**src/rtl/nvic_prio_arb.sv**
```systemverilog
// -----------------------------------------------------------------------------
// nvic_prio_arb
//
// Nested vectored interrupt controller front end for a Cortex-M0 style core.
// Captures peripheral IRQ lines (level or rising edge) into a pending
// register. It gates them with per-line enables and arbitrates by programmable
// priority against the running priority (the priority on top of a nesting
// stack). It then presents a single request to the core over a req/ack
// handshake.
//
// Handshake: irq_req is asserted with a frozen irq_num and held until the
// cycle in which the core asserts irq_ack (transfer: pending cleared, line
// made active, {num, prio} pushed), or until the request is withdrawn
// (nvic_en low, line lost enable/pending, or nesting stack full). irq_ack
// while irq_req is low is ignored. exc_return pops the nesting stack.
//
// Ports:
//   clk, rst          clock, synchronous active-high reset
//   nvic_en           global enable; 0 blocks/withdraws requests
//   irq_in            peripheral interrupt lines
//   iser/icer         write-1 set/clear enable (one-cycle pulses)
//   ispr/icpr         write-1 set/clear pending (one-cycle pulses)
//   ipr_we, ipr       packed priority write, line i at [i*PRIO_BITS +: PRIO_BITS]
//   irq_ack           core accepts the presented request
//   exc_return        core finished the current handler
//   irq_req, irq_num  request and line index to the core
//   enable_o          enable register
//   pending_o         pending register
//   interrupt_active  one bit per active (entered, not yet returned) line
//   nest_err          sticky: stack overflow withdraw or return on empty stack
// -----------------------------------------------------------------------------
module nvic_prio_arb #(
  parameter int NUM_IRQ    = 8,
  parameter int PRIO_BITS  = 4,
  parameter int NEST_DEPTH = 4,
  parameter int IRQ_EDGE   = 0
) (
  input  logic                           clk,
  input  logic                           rst,
  input  logic                           nvic_en,
  input  logic [NUM_IRQ-1:0]             irq_in,
  input  logic [NUM_IRQ-1:0]             iser,
  input  logic [NUM_IRQ-1:0]             icer,
  input  logic [NUM_IRQ-1:0]             ispr,
  input  logic [NUM_IRQ-1:0]             icpr,
  input  logic                           ipr_we,
  input  logic [NUM_IRQ*PRIO_BITS-1:0]   ipr,
  input  logic                           irq_ack,
  input  logic                           exc_return,
  output logic                           irq_req,
  output logic [4:0]                     irq_num,
  output logic [NUM_IRQ-1:0]             enable_o,
  output logic [NUM_IRQ-1:0]             pending_o,
  output logic [NUM_IRQ-1:0]             interrupt_active,
  output logic                           nest_err
);

  localparam int SPW = $clog2(NEST_DEPTH + 1);
  localparam int RPW = PRIO_BITS + 1;
  localparam logic [SPW-1:0] SP_ONE  = SPW'(1);
  localparam logic [SPW-1:0] SP_FULL = SPW'(NEST_DEPTH);

  typedef enum logic {S_IDLE, S_REQ} state_t;

  // Registered state
  state_t                 state_q;
  logic [NUM_IRQ-1:0]     enable_q;
  logic [NUM_IRQ-1:0]     pending_q;
  logic [NUM_IRQ-1:0]     active_q;
  logic [NUM_IRQ-1:0]     irq_prev_q;
  logic [PRIO_BITS-1:0]   prio_q   [NUM_IRQ];
  logic [4:0]             stk_num  [NEST_DEPTH];
  logic [PRIO_BITS-1:0]   stk_prio [NEST_DEPTH];
  logic [SPW-1:0]         sp_q;

  // Combinational terms
  logic [NUM_IRQ-1:0]     capture;
  logic [SPW-1:0]         top_idx;
  logic [4:0]             top_num;
  logic [PRIO_BITS-1:0]   top_prio;
  logic                   stack_empty;
  logic                   stack_full;
  logic [RPW-1:0]         run_prio;
  logic [NUM_IRQ-1:0]     eligible;
  logic                   win_found;
  logic [4:0]             win_idx;
  logic [PRIO_BITS-1:0]   win_prio;
  logic [NUM_IRQ-1:0]     num_oh;
  logic [NUM_IRQ-1:0]     top_oh;
  logic [PRIO_BITS-1:0]   frozen_prio;
  logic                   frozen_en;
  logic                   frozen_pend;
  logic                   pop;
  logic                   ret_err;
  logic                   full_block;
  logic                   withdraw;
  logic                   accept;
  logic [SPW-1:0]         push_idx;
  logic [SPW-1:0]         sp_d;
  logic [NUM_IRQ-1:0]     enable_d;
  logic [NUM_IRQ-1:0]     pending_d;
  logic [NUM_IRQ-1:0]     active_d;

  assign enable_o         = enable_q;
  assign pending_o        = pending_q;
  assign interrupt_active = active_q;

  // Capture: level passes the line straight through, edge mode needs the
  // registered previous sample to see a 0->1 transition.
  assign capture = (IRQ_EDGE != 0) ? (irq_in & ~irq_prev_q) : irq_in;

  assign stack_empty = (sp_q == '0);
  assign stack_full  = (sp_q == SP_FULL);
  assign top_idx     = sp_q - SP_ONE;

  // Top-of-stack read. The index loop avoids an index wider than the array.
  always_comb begin
    top_num  = '0;
    top_prio = '0;
    for (int k = 0; k < NEST_DEPTH; k++) begin
      if (SPW'(k) == top_idx) begin
        top_num  = stk_num[k];
        top_prio = stk_prio[k];
      end
    end
  end

  // With an empty stack the running priority sits one above the largest
  // programmable value so that every line can preempt.
  assign run_prio = stack_empty ? {1'b1, {PRIO_BITS{1'b0}}} : {1'b0, top_prio};

  // Eligibility and fixed-priority winner. Strict '<' on ties keeps the
  // lowest index.
  always_comb begin
    eligible  = '0;
    win_found = 1'b0;
    win_idx   = '0;
    win_prio  = '1;
    for (int i = 0; i < NUM_IRQ; i++) begin
      eligible[i] = enable_q[i] & pending_q[i] & ~active_q[i] &
                    ({1'b0, prio_q[i]} < run_prio);
      if (eligible[i] && (!win_found || (prio_q[i] < win_prio))) begin
        win_found = 1'b1;
        win_idx   = 5'(i);
        win_prio  = prio_q[i];
      end
    end
  end

  // One-hot decodes of the frozen request line and of the top-of-stack line.
  always_comb begin
    num_oh      = '0;
    top_oh      = '0;
    frozen_prio = '0;
    for (int i = 0; i < NUM_IRQ; i++) begin
      num_oh[i] = (irq_num == 5'(i));
      top_oh[i] = (top_num == 5'(i));
      if (num_oh[i]) frozen_prio = prio_q[i];
    end
  end

  assign frozen_en   = |(enable_q & num_oh);
  assign frozen_pend = |(pending_q & num_oh);

  // A pop in the same cycle frees the slot the push is going to use.
  assign pop        = exc_return && !stack_empty;
  assign ret_err    = exc_return && stack_empty;
  assign full_block = stack_full && !pop;
  assign withdraw   = (state_q == S_REQ) &&
                      (!nvic_en || !frozen_en || !frozen_pend || full_block);
  assign accept     = (state_q == S_REQ) && !withdraw && irq_ack;
  assign push_idx   = pop ? top_idx : sp_q;

  always_comb begin
    if (accept && !pop)      sp_d = sp_q + SP_ONE;
    else if (pop && !accept) sp_d = sp_q - SP_ONE;
    else                     sp_d = sp_q;
  end

  // Register next values. Clear beats set for enable. Set (capture/ispr)
  // beats clear for pending. The ack clear beats everything on its line.
  assign enable_d  = (enable_q | iser) & ~icer;
  assign pending_d = ((pending_q & ~icpr) | capture | ispr) &
                     ~(accept ? num_oh : {NUM_IRQ{1'b0}});

  always_comb begin
    active_d = active_q;
    if (pop)    active_d = active_d & ~top_oh;
    if (accept) active_d = active_d | num_oh;
  end

  always_ff @(posedge clk) begin
    if (rst) begin
      state_q    <= S_IDLE;
      irq_req    <= 1'b0;
      irq_num    <= '0;
      enable_q   <= '0;
      pending_q  <= '0;
      active_q   <= '0;
      irq_prev_q <= '0;
      sp_q       <= '0;
      nest_err   <= 1'b0;
      for (int i = 0; i < NUM_IRQ; i++) prio_q[i] <= '0;
      for (int k = 0; k < NEST_DEPTH; k++) begin
        stk_num[k]  <= '0;
        stk_prio[k] <= '0;
      end
    end else begin
      enable_q   <= enable_d;
      pending_q  <= pending_d;
      active_q   <= active_d;
      irq_prev_q <= irq_in;
      sp_q       <= sp_d;

      if (ipr_we) begin
        for (int i = 0; i < NUM_IRQ; i++) prio_q[i] <= ipr[i*PRIO_BITS +: PRIO_BITS];
      end

      // The stack keeps its own copy of the priority so later ipr writes
      // do not disturb the running priority of handlers already entered.
      if (accept) begin
        for (int k = 0; k < NEST_DEPTH; k++) begin
          if (SPW'(k) == push_idx) begin
            stk_num[k]  <= irq_num;
            stk_prio[k] <= frozen_prio;
          end
        end
      end

      if (ret_err || ((state_q == S_REQ) && full_block)) nest_err <= 1'b1;

      case (state_q)
        S_IDLE: begin
          if (nvic_en && win_found) begin
            state_q <= S_REQ;
            irq_req <= 1'b1;
            irq_num <= win_idx;
          end
        end
        S_REQ: begin
          if (withdraw || accept) begin
            state_q <= S_IDLE;
            irq_req <= 1'b0;
          end
        end
        default: begin
          state_q <= S_IDLE;
          irq_req <= 1'b0;
        end
      endcase
    end
  end

endmodule

```
**config.mk**
```make
export PLATFORM = sky130hd
export DESIGN_NAME = nvic_prio_arb
export DESIGN_NICKNAME = d
export VERILOG_FILES = /design/src/rtl/nvic_prio_arb.sv
export SDC_FILE = /design/constraint.sdc
export NUM_CORES = 1
export LEC_CHECK = 0
export BUFFER_PORTS_ARGS = -buffer_cell sky130_fd_sc_hd__buf_2
export CELL_PAD_IN_SITES_DETAIL_PLACEMENT = 1
export CELL_PAD_IN_SITES_GLOBAL_PLACEMENT = 1
export CORE_ASPECT_RATIO = 0.7
export CORE_MARGIN = 2
export CORE_UTILIZATION = 39
export CTS_CLUSTER_DIAMETER = 40
export DETAILED_ROUTE_END_ITERATION = 7
export HOLD_SLACK_MARGIN = 0.05
export PLACE_DENSITY = 0.78
export SLEW_MARGIN = 20
export SYNTH_ARGS = -nofsm -noshare
export SYNTH_HDL_FRONTEND = slang
export SYNTH_SLANG_ARGS = --single-unit
```
**constraint.sdc**
```tcl
create_clock -name clk -period 11.5 [get_ports clk]
set_input_delay 0.575 -clock clk [delete_from_list [all_inputs] [get_ports clk]]
set_output_delay 0.575 -clock clk [all_outputs]
set_load 0.1 [all_outputs]
```
# Yosys cells after proc, flatten, opt, wreduce, memory -nomap -nowiden
# Memory sizes are Yosys's and may differ from the RTL's.
# Cells that the tools add are included.
[word_totals]
n_memories = 3
regBits = 35
output_inout_bits = 31
word_cells = 255
input_bits = 78
ram_bits = 68
[classes]
reduce_logical = 53
magnitude_cmp = 15
n_addsub = 2
eq_ne = 23
n_mux = 88
n_bitwise = 63
[mem_list]
columns = ["name", "words", "word_bits", "read_ports", "rd_clocked_by_memory_dff", "write_ports", "line_no", "text"]
rows = [
  ["prio_q", 8, 4, 8, 0, 8, "71", "logic [PRIO_BITS-1:0] prio_q [NUM_IRQ];"],
  ["stk_num", 4, 5, 4, 0, 4, "72", "logic [4:0] stk_num [NEST_DEPTH];"],
  ["stk_prio", 4, 4, 4, 0, 4, "73", "logic [PRIO_BITS-1:0] stk_prio [NEST_DEPTH];"],
]
[ops]
columns = ["operator", "n"]
rows = [
  ["$mux 4", 31],
  ["$mux 5", 15],
  ["$and 8x8->8", 6],
  ["$eq 5x3->1 const B", 8],
  ["$lt 4x5->1", 8],
  ["$mux 1", 34],
  ["$not 8->8", 4],
  ["$or 8x8->8", 4],
  ["$lt 4x4->1", 7],
  ["$and 1x1->1", 24],
  ["$mux 8", 3],
  ["$eq 5x2->1 const B", 4],
  ["$logic_and 1x1->1", 17],
  ["$or 1x1->1", 16],
  ["$reduce_or 8->1", 2],
  ["$logic_not 1->1", 14],
  ["$eq 2x3->1 const A", 4],
  ["$logic_or 1x1->1", 12],
  ["$eq 5x1->1 const B", 2],
  ["$logic_not 5->1", 2],
  ["$logic_not 3->1", 3],
  ["$mux 3", 3],
  ["$not 1->1", 9],
  ["$eq 1x3->1 const A", 2],
  ["8 further kinds", 10],
]

# Longest topological paths before layout
# Gate-level depths: netlist (run 1).
[logic_depth]
depth_word = 41
ltp_mapped = 70
depth_no_buf = 68

# Least setup slack after synthesis (run 1)
# OpenSTA, ideal clock, no wires.
[synth_timing]
path_type = "register to register"
startpoint = "reg sp_q[0]"
endpoint = "reg irq_num[1]"
path_slack_ns = -0.769
stages_incl_launch_ff = 67
setup_ns = 0.137
required_ns = 11.363
path_buffers = 3
t_arrival_ns = 12.131
synth_period_minus_slack_ns = 12.269
path_cell_list = "dfxtp_1 clkbuf_1 inv_1 ha_1 clkbuf_1 a21oi_1 nor2_1 a21oi_1 nor2_1 a21oi_1 nor2_1 a21oi_1 ha_1 a211o_1 a311oi_2 nand4b_2 and2_1 buf_4 (+31 left out) nand2_1 a311oi_1 o211a_1 or2_1 nor2_4 o21ai_0 ha_1 a211oi_1 nand3_1 a41oi_4 a21oi_4 mux2_4 ha_1 o21a_1 o21ai_0 a211o_1 a311oi_1 a311oi_1"
[synth_via]
elab_chain_len = 40
word_cells_on_any_way = 78
cone_classes = "1 x add/sub; 15 x order compare; 3 x eq/ne; 26 x mux; 8 x bitwise; 25 x reduce/logical"
[synth_lines]
columns = ["item", "line_no", "text"]
rows = [
  ["start, declared", "74", "logic [SPW-1:0] sp_q;"],
  ["start signal, assigned", "213", "sp_q <= sp_d;"],
  ["$sub 3x1->3", "114", "assign top_idx = sp_q - SP_ONE;"],
  ["$logic_not 3->1", "121", "if (SPW'(k) == top_idx) begin"],
  ["$mux 4 (4 in a row)", "121", ""],
  ["$mux 5 *", "130", "assign run_prio = stack_empty ? {1'b1, {PRIO_BITS{1'b0}}} : {1'b0, top_prio};"],
  ["$lt 4x5->1", "141", "({1'b0, prio_q[i]} < run_prio);"],
  ["$and 1x1->1", "140", "eligible[i] = enable_q[i] & pending_q[i] & ~active_q[i] &"],
  ["$mux 4 or $mux 1 (tied branches)", "142", "if (eligible[i] && (!win_found || (prio_q[i] < win_prio))) begin"],
  ["$lt 4x4->1 or $logic_not 1->1 (tied branches)", "142", ""],
  ["(+21 left out)", "-", ""],
  ["$logic_and 1x1->1", "142", ""],
  ["$mux 4 or $mux 1 (tied branches)", "142", ""],
  ["$lt 4x4->1 or $logic_not 1->1 (tied branches)", "142", ""],
  ["$logic_or 1x1->1", "142", ""],
  ["$logic_and 1x1->1", "142", ""],
  ["$mux 1", "142", ""],
  ["$logic_and 1x1->1", "234", "if (nvic_en && win_found) begin"],
  ["$reduce_and 2->1 (no line)", "-", ""],
  ["end signal, assigned", "237", "irq_num <= win_idx;"],
  ["end, declared", "51", "output logic [4:0] irq_num,"],
]
# Every way passes the cells marked *; elsewhere a longest branch is shown, timed or not.
# A chain may end at the register's enable or synchronous reset.

# Worst setup path in the final report (run 1)
# Ends and elaborated chain as after synthesis.

==> results of run 1 <==
[state kept, by name, indices dropped and copies added (netlist names)]
| register | count |
|---|---|
| enable_o | 8 |
| interrupt_active | 8 |
| irq_num | 3 |
| irq_req | 1 |
| nest_err | 1 |
| pending_o | 8 |
| prio_q | 32 |
| sp_q | 3 |
| state_q | 1 |
| stk_num | 12 |
| stk_prio | 16 |
[cell usage after synthesis (10+ instances only)]
cell,n,area share [%]
and2_1,42,4.0
nand3_1,12,0.92
o21ai_0,39,3.0
nand2_1,37,2.1
a21oi_1,54,4.2
dfxtp_1,33,10
mux2i_1,11,1.7
a211oi_1,22,2.5
ha_1,42,8.1
inv_1,31,1.8
or3_1,10,0.96
nor3_1,18,1.4
edfxtp_1,60,28
clkbuf_1,19,1.1
nand2b_1,11,1.1
nor2b_1,19,1.8
nor2_1,89,5.1
[final timing paths]
| path | startpoint | to |
|---|---|---|
| max | sp_q[0] | irq_num[1] |
| min | icer[7] | enable_o[7] |
| max reg2reg | sp_q[0] | irq_num[1] |
| min reg2reg | irq_req | irq_req |
[what timing repair did]
item / CTS / global route
setup buffers: 40 / 24
pin swaps: 40 / 48
endpoints found under the setup margin: 3 / 3
resized for setup: 58 / 45
cloned: 0 / 0
[report_power, final]
part / switching (uW) / leakage [uW] / internal, uW / total [uW]
Combinational: 481 / 0.00250 / 293 / 774
Clock: 142 / 0.000129 / 148 / 290
Sequential: 52.9 / 0.000904 / 383 / 436
[routing by layer]
metal	part of all wire, %	routed length (um)
met1	41	10800
met4	3.3	851
met3	6.9	1810
met2	49	12700
met5	0	0
[cell families after synthesis]
family                   after synthesis  share of synthesized area (%)
AND/OR/NAND/NOR                      267                           21.1
XOR/XNOR                               4                          0.655
flip-flops                            93                           37.9
AO/OA/AOI/OAI                        219                           24.7
multiplexers                          19                           3.49
buffers and inverters                 59                           3.72
adder cells (fa/ha/maj)               44                           8.40
other                                  1                         0.0577
[per-stage QoR]
step / cell area, um2 / cells / TNS (ns) / power, uW
2_1_floorplan: 6540 / 707 / 0 / 840
3_3_place_gp: 7400 / 1036 / 0 / 992
3_5_place_dp: 7410 / 1036 / -2.33 / 1030
4_1_cts: 8250 / 1092 / 0 / 1390
5_1_grt: 8650 / 1113 / -1.68 / 1560
6_report: 8650 / 1113 / -0.673 / 1500
[critical path, delay by kind of cell, from the launching register on]
kind            cells  cell delay [ns]
compound gates     29             5.24
simple gates       20             2.41
fa+ha+maj           9             2.28
mux                 3             0.93
flops               1             0.35
buf+inv             4             0.31
[cell type report]
cell class	count	area, um2	share of cell area (%)
timing repair buffer	193	1220	14.1
inverter	31	121	1.40
clock inverter	6	46.3	0.535
clock buffer	10	229	2.65
tap	225	282	3.25
multi-input combinational	555	4280	49.5
sequential	93	2470	28.5
[cell usage in the layout, fill, tap and decap left out, drive strengths merged, types with 5 or more instances in the layout]
master | synthesis | final
o21a | 10 | 10
a21oi | 56 | 56
nor2b | 19 | 19
a311oi | 8 | 8
nor3 | 20 | 20
ha | 42 | 42
mux2i | 11 | 11
a211oi | 23 | 23
o211ai | 5 | 5
inv | 31 | 33
edfxtp | 60 | 60
mux2 | 7 | 7
o21ai | 47 | 47
dfxtp | 33 | 33
nand2 | 38 | 38
clkbuf | 19 | 10
nand3 | 12 | 12
or3 | 10 | 10
a21o | 9 | 9
a31oi | 9 | 9
or2 | 8 | 8
nor2 | 90 | 90
a22oi | 6 | 6
and2 | 42 | 42
o21bai | 7 | 7
buf | 9 | 193
nand2b | 11 | 11
nand3b | 7 | 7
==> results.md, run 1 <==
* VDD IR-drop max at between 0.09 and 0.1 mV
* Row Count at 39
* Mapped Cells at between 700 and 800
* Initial drt markers at between 600 and 700
* Distinct cells, synth at 81
* Ant diodes at 0
* Post-synth EDFFs at 60
* CP Max Fanout at 5
* DR DRC count at 0
* Fmax at ~85 MHz
* Worst R2R Path Depth at between 60 and 70
* Max-cap violations at 0
* Gr ovfl total at 0
* Status: finished, violations left
* Final antenna-violating net count at 0
* Endpoint class of the critical path: flip-flop
* Most Crowded Layer GR: met2
* Tmin final at 11.75 ns
* Largest stage delay, worst path at about 0.40 ns
* Avg Cell Area, Syn at roughly 9 um2
* First-pass GRT wire length at approximately 37000 um
* PD cells at between 150 and 200 nW/um2
* Fin nets at roughly 1000
* Period Utilization, post-route at 102%
* Slew Limit Fails at 0
* Met3 Resource Use GR at 6.58%
* CTS max path bufs at 2
* Dpl ws at -0.784 ns
* Critical path type: reg -> reg
* Ys flop type: edfxtp_1
* Number of global-route vias before repair at ~7000
* Arr. time, crit path at about 12 ns
* Async SR Flop Fraction at 0%
* Port Buffers at about 110
* Worst path slowest cell: or3_4
* I/O Pins at approximately 110
* Hold Buf Count CTS at 0
* Final core utilization at between 50% and 60%
* Clk Latency, worst-skew pair at 0.36 ns
* Grt met1 use at about a third
* Yosys warning total at 0
* Leakage power at approximately 0.0035 uW
* Share of cells above drive strength 1 at a little over a third
* WL per Instance at 23.5 um
* Hold path cells at 2
* H-tree depth at 3
* Core area at about 16000 um2
* Fin. Hold Viols at 0
* WHS at between 0.3 and 0.4 ns
* Initial antenna violation count at 0
* CTS buffer count at 9
* Die X at around 160 um
* Via-to-Cell Ratio at between 5 and 6
* CTS tree: built
* Clock Skew at 0.00604 ns
* Layout area overhead at 33.2%
* Fraction of the yosys area taken by sequential cells at a little under two fifths
* Layout fillers at roughly 1900
* Synthesized flop and latch total at 93
* Grt met2 use at between 40% and 50%
* RSZ-0062 raised after global routing: yes
* Final WS setup at -0.250 ns
* Die height at around 110 um
* Least-Margin Pin Slew at around 1.1 ns
* Required @ worst endpoint at ~12 ns
* Die Area at around 18000 um2
* Drt pass-1 iters at 5
* Largest net degree at the start of global routing at 52
* Hold/Removal Path Class: in -> reg
* Starting density of the core at 39.8%
* Reg2reg setup slack at -0.25 ns
* Synthesized cell area at roughly 6500 um2
* Finish-stage setup viols at 3
* Total routed wirelength at ~26000 um
* Critical Path Most Common Cell: ha_4
* Total Routing Usage GR at a little over a quarter
* Clock root cell: clkbuf_16
* Final HPWL DP at ~17000 um
* Clock slew at reported path FFs at ~0.070 ns
* Failing checks: setup timing
* Rel. slew slack at 30.0%
* Gpl congestion at 0.922
* DR vias at approximately 6600
* Critical Path Source Type: flip-flop
* Clock sinks at a little over 90
Power figures use the tool's default switching activity.
==> inputs of run 2 (changes only) <==
==> config.mk (replaced) <==
export PLATFORM = sky130hd
export DESIGN_NAME = nvic_prio_arb
export DESIGN_NICKNAME = d
export VERILOG_FILES = /design/src/rtl/nvic_prio_arb.sv
export SDC_FILE = /design/constraint.sdc
export NUM_CORES = 1
export LEC_CHECK = 0
export CELL_PAD_IN_SITES_DETAIL_PLACEMENT = 1
export CELL_PAD_IN_SITES_GLOBAL_PLACEMENT = 1
export CORE_ASPECT_RATIO = 0.7
export CORE_MARGIN = 2
export CORE_UTILIZATION = 44
export CTS_CLUSTER_DIAMETER = 40
export DETAILED_ROUTE_END_ITERATION = 7
export DONT_BUFFER_PORTS = 1
export GPL_TIMING_DRIVEN = 0
export HOLD_SLACK_MARGIN = 0.05
export PLACE_DENSITY = 0.77
export SETUP_SLACK_MARGIN = 0.2
export SLEW_MARGIN = 20
export SYNTH_ARGS = -nofsm -noshare
export SYNTH_HDL_FRONTEND = slang
export SYNTH_SLANG_ARGS = --single-unit
==> results.md, run 2 (same netlist as run 1, synthesis figures left out) <==
* Status: finished, violations left
* Failing checks: setup timing
* Arr. time, crit path at ~12 ns
* CP Max Fanout at 7
* CTS tree: built
* Layout area overhead at 23.6%
* Period Utilization, post-route at 101%
* Ant diodes at 0
* Clock sinks at 93
* PD cells at between 150 and 200 nW/um2
* Reg2reg setup slack at -0.16 ns
* Worst path slowest cell: or3_4
* Final core utilization at approximately 55%
* Critical Path Most Common Cell: ha_4
* WL per Instance at about 24 um
* Number of global-route vias before repair at a little over 6000
* Drt pass-1 iters at 5
* Port Buffers at 0
* RSZ-0062 raised after global routing: yes
* Largest stage delay, worst path at around 0.45 ns
* CTS max path bufs at 2
* Least-Margin Pin Slew at about 1.2 ns
* Largest registers: prio_q (32), stk_prio (16), stk_num (12)
* H-tree depth at 3
* Final antenna-violating net count at 0
* First-pass GRT wire length at between 30000 and 40000 um
* Hold/Removal Path Class: in -> reg
* Clock slew at reported path FFs at ~0.08 ns
* Leakage power at ~0.003 uW
* Total routed wirelength at 22900 um
* Fin nets at roughly 890
* Starting density of the core at approximately 45%
* Fin. Hold Viols at 0
* CTS buffer count at 9
* Total power at between 1000 and 1500 uW
* DR DRC count at 0
* Layout fillers at ~1600
* I/O Pins at ~110
* Final WS setup at -0.158 ns
* DR vias at between 6000 and 7000
* Die X at about 150 um
* VDD IR-drop max at just under 0.09 mV
* Max-cap violations at 0
* Gpl congestion at roughly 0.95
* Endpoint class of the critical path: flip-flop
* Gr ovfl total at 0
* Clock root cell: clkbuf_16
* Rel. slew slack at between 20 and 25%
* Initial antenna violation count at 0
* Biggest register: prio_q
* Clk Latency, worst-skew pair at about 0.36 ns
* Slew Limit Fails at 0
* Hold Buf Count CTS at 0
* Critical Path Source Type: flip-flop
* Top delay family on crit path: compound AO/OA/AOI/OAI gates
* Initial drt markers at roughly 560
* Worst Path Buf+Inv at 10
* Highest-count cells in the layout ignoring fill and taps: nor2_1, edfxtp_1, buf_4
* Most common cell after layout, fill and taps aside: nor2_1
* Via-to-Cell Ratio at about 6.2
* Share of cells above drive strength 1 at a little over a quarter
* Clock Skew at 0.0111 ns
* Row Count at 37
* Die height at around 110 um
* Critical path type: reg -> reg
* Finish-stage setup viols at 3
* Tmin final at 11.66 ns
* Die Area at ~16000 um2
* Final HPWL DP at ~16000 um
* Dpl ws at -1.80 ns
* Total Routing Usage GR at between 20% and 30%
* Largest net degree at the start of global routing at 33
* Fmax at 85.8 MHz
* Required @ worst endpoint at 11.71 ns
* Core area at approximately 15000 um2
* Max reg flops at 32
==> run 2: timing repair <==
item | 4_1_cts | 5_1_grt
buffers inserted | 42 | 13
endpoints found under the setup margin | 3 | 3
resized for setup | 92 | 26
cloned | 0 | 0
pin swaps | 59 | 44
==> run 2: power by group <==
group	leakage, uW	internal, uW	total [uW]	switching, uW
clock	0.000137	151	296	144
combinational	0.00200	264	676	412
sequential	0.000905	383	476	92.9
total	0.00304	799	1450	649
==> run 2: final timing paths <==
kind / start / end / cells after the start
setup / recovery: sp_q[0] / irq_num[2] / 64
hold reg to reg: state_q / state_q / 2
hold / removal: icer[2] / enable_o[2] / 1
setup reg to reg: sp_q[0] / irq_num[2] / 64
==> run 2: cell type report <==
cell class	count	area (um2)	share of cell area, %
Multi-Input combinational cell	555	4300	53.6
Sequential cell	93	2470	30.8
Timing Repair Buffer	55	420	5.24
Tap cell	195	244	3.04
Clock buffer	10	229	2.85
Buffer	28	178	2.21
Inverter	31	129	1.61
Clock inverter	6	56.3	0.701
==> run 2: per-layer routing <==
metal	global-route usage, %	vias up	wire length [um]
li1	-	2746	-
met1	39.9	3036	10100
met2	47.1	204	11000
met3	6.45	29	1460
met4	8.10	0	356
met5	0	-	0
==> run 2: metrics by stage <==
stage               area [um2]  cells  TNS, ns  hold slack [ns]
floorplan                 6580    707        0            0.490
global placement          6820    902    -4.15            0.579
detailed placement        6820    902    -5.30            0.593
CTS                       7840    960        0            0.276
global route              8030    973    -1.86            0.274
finish                    8030    973   -0.446            0.285
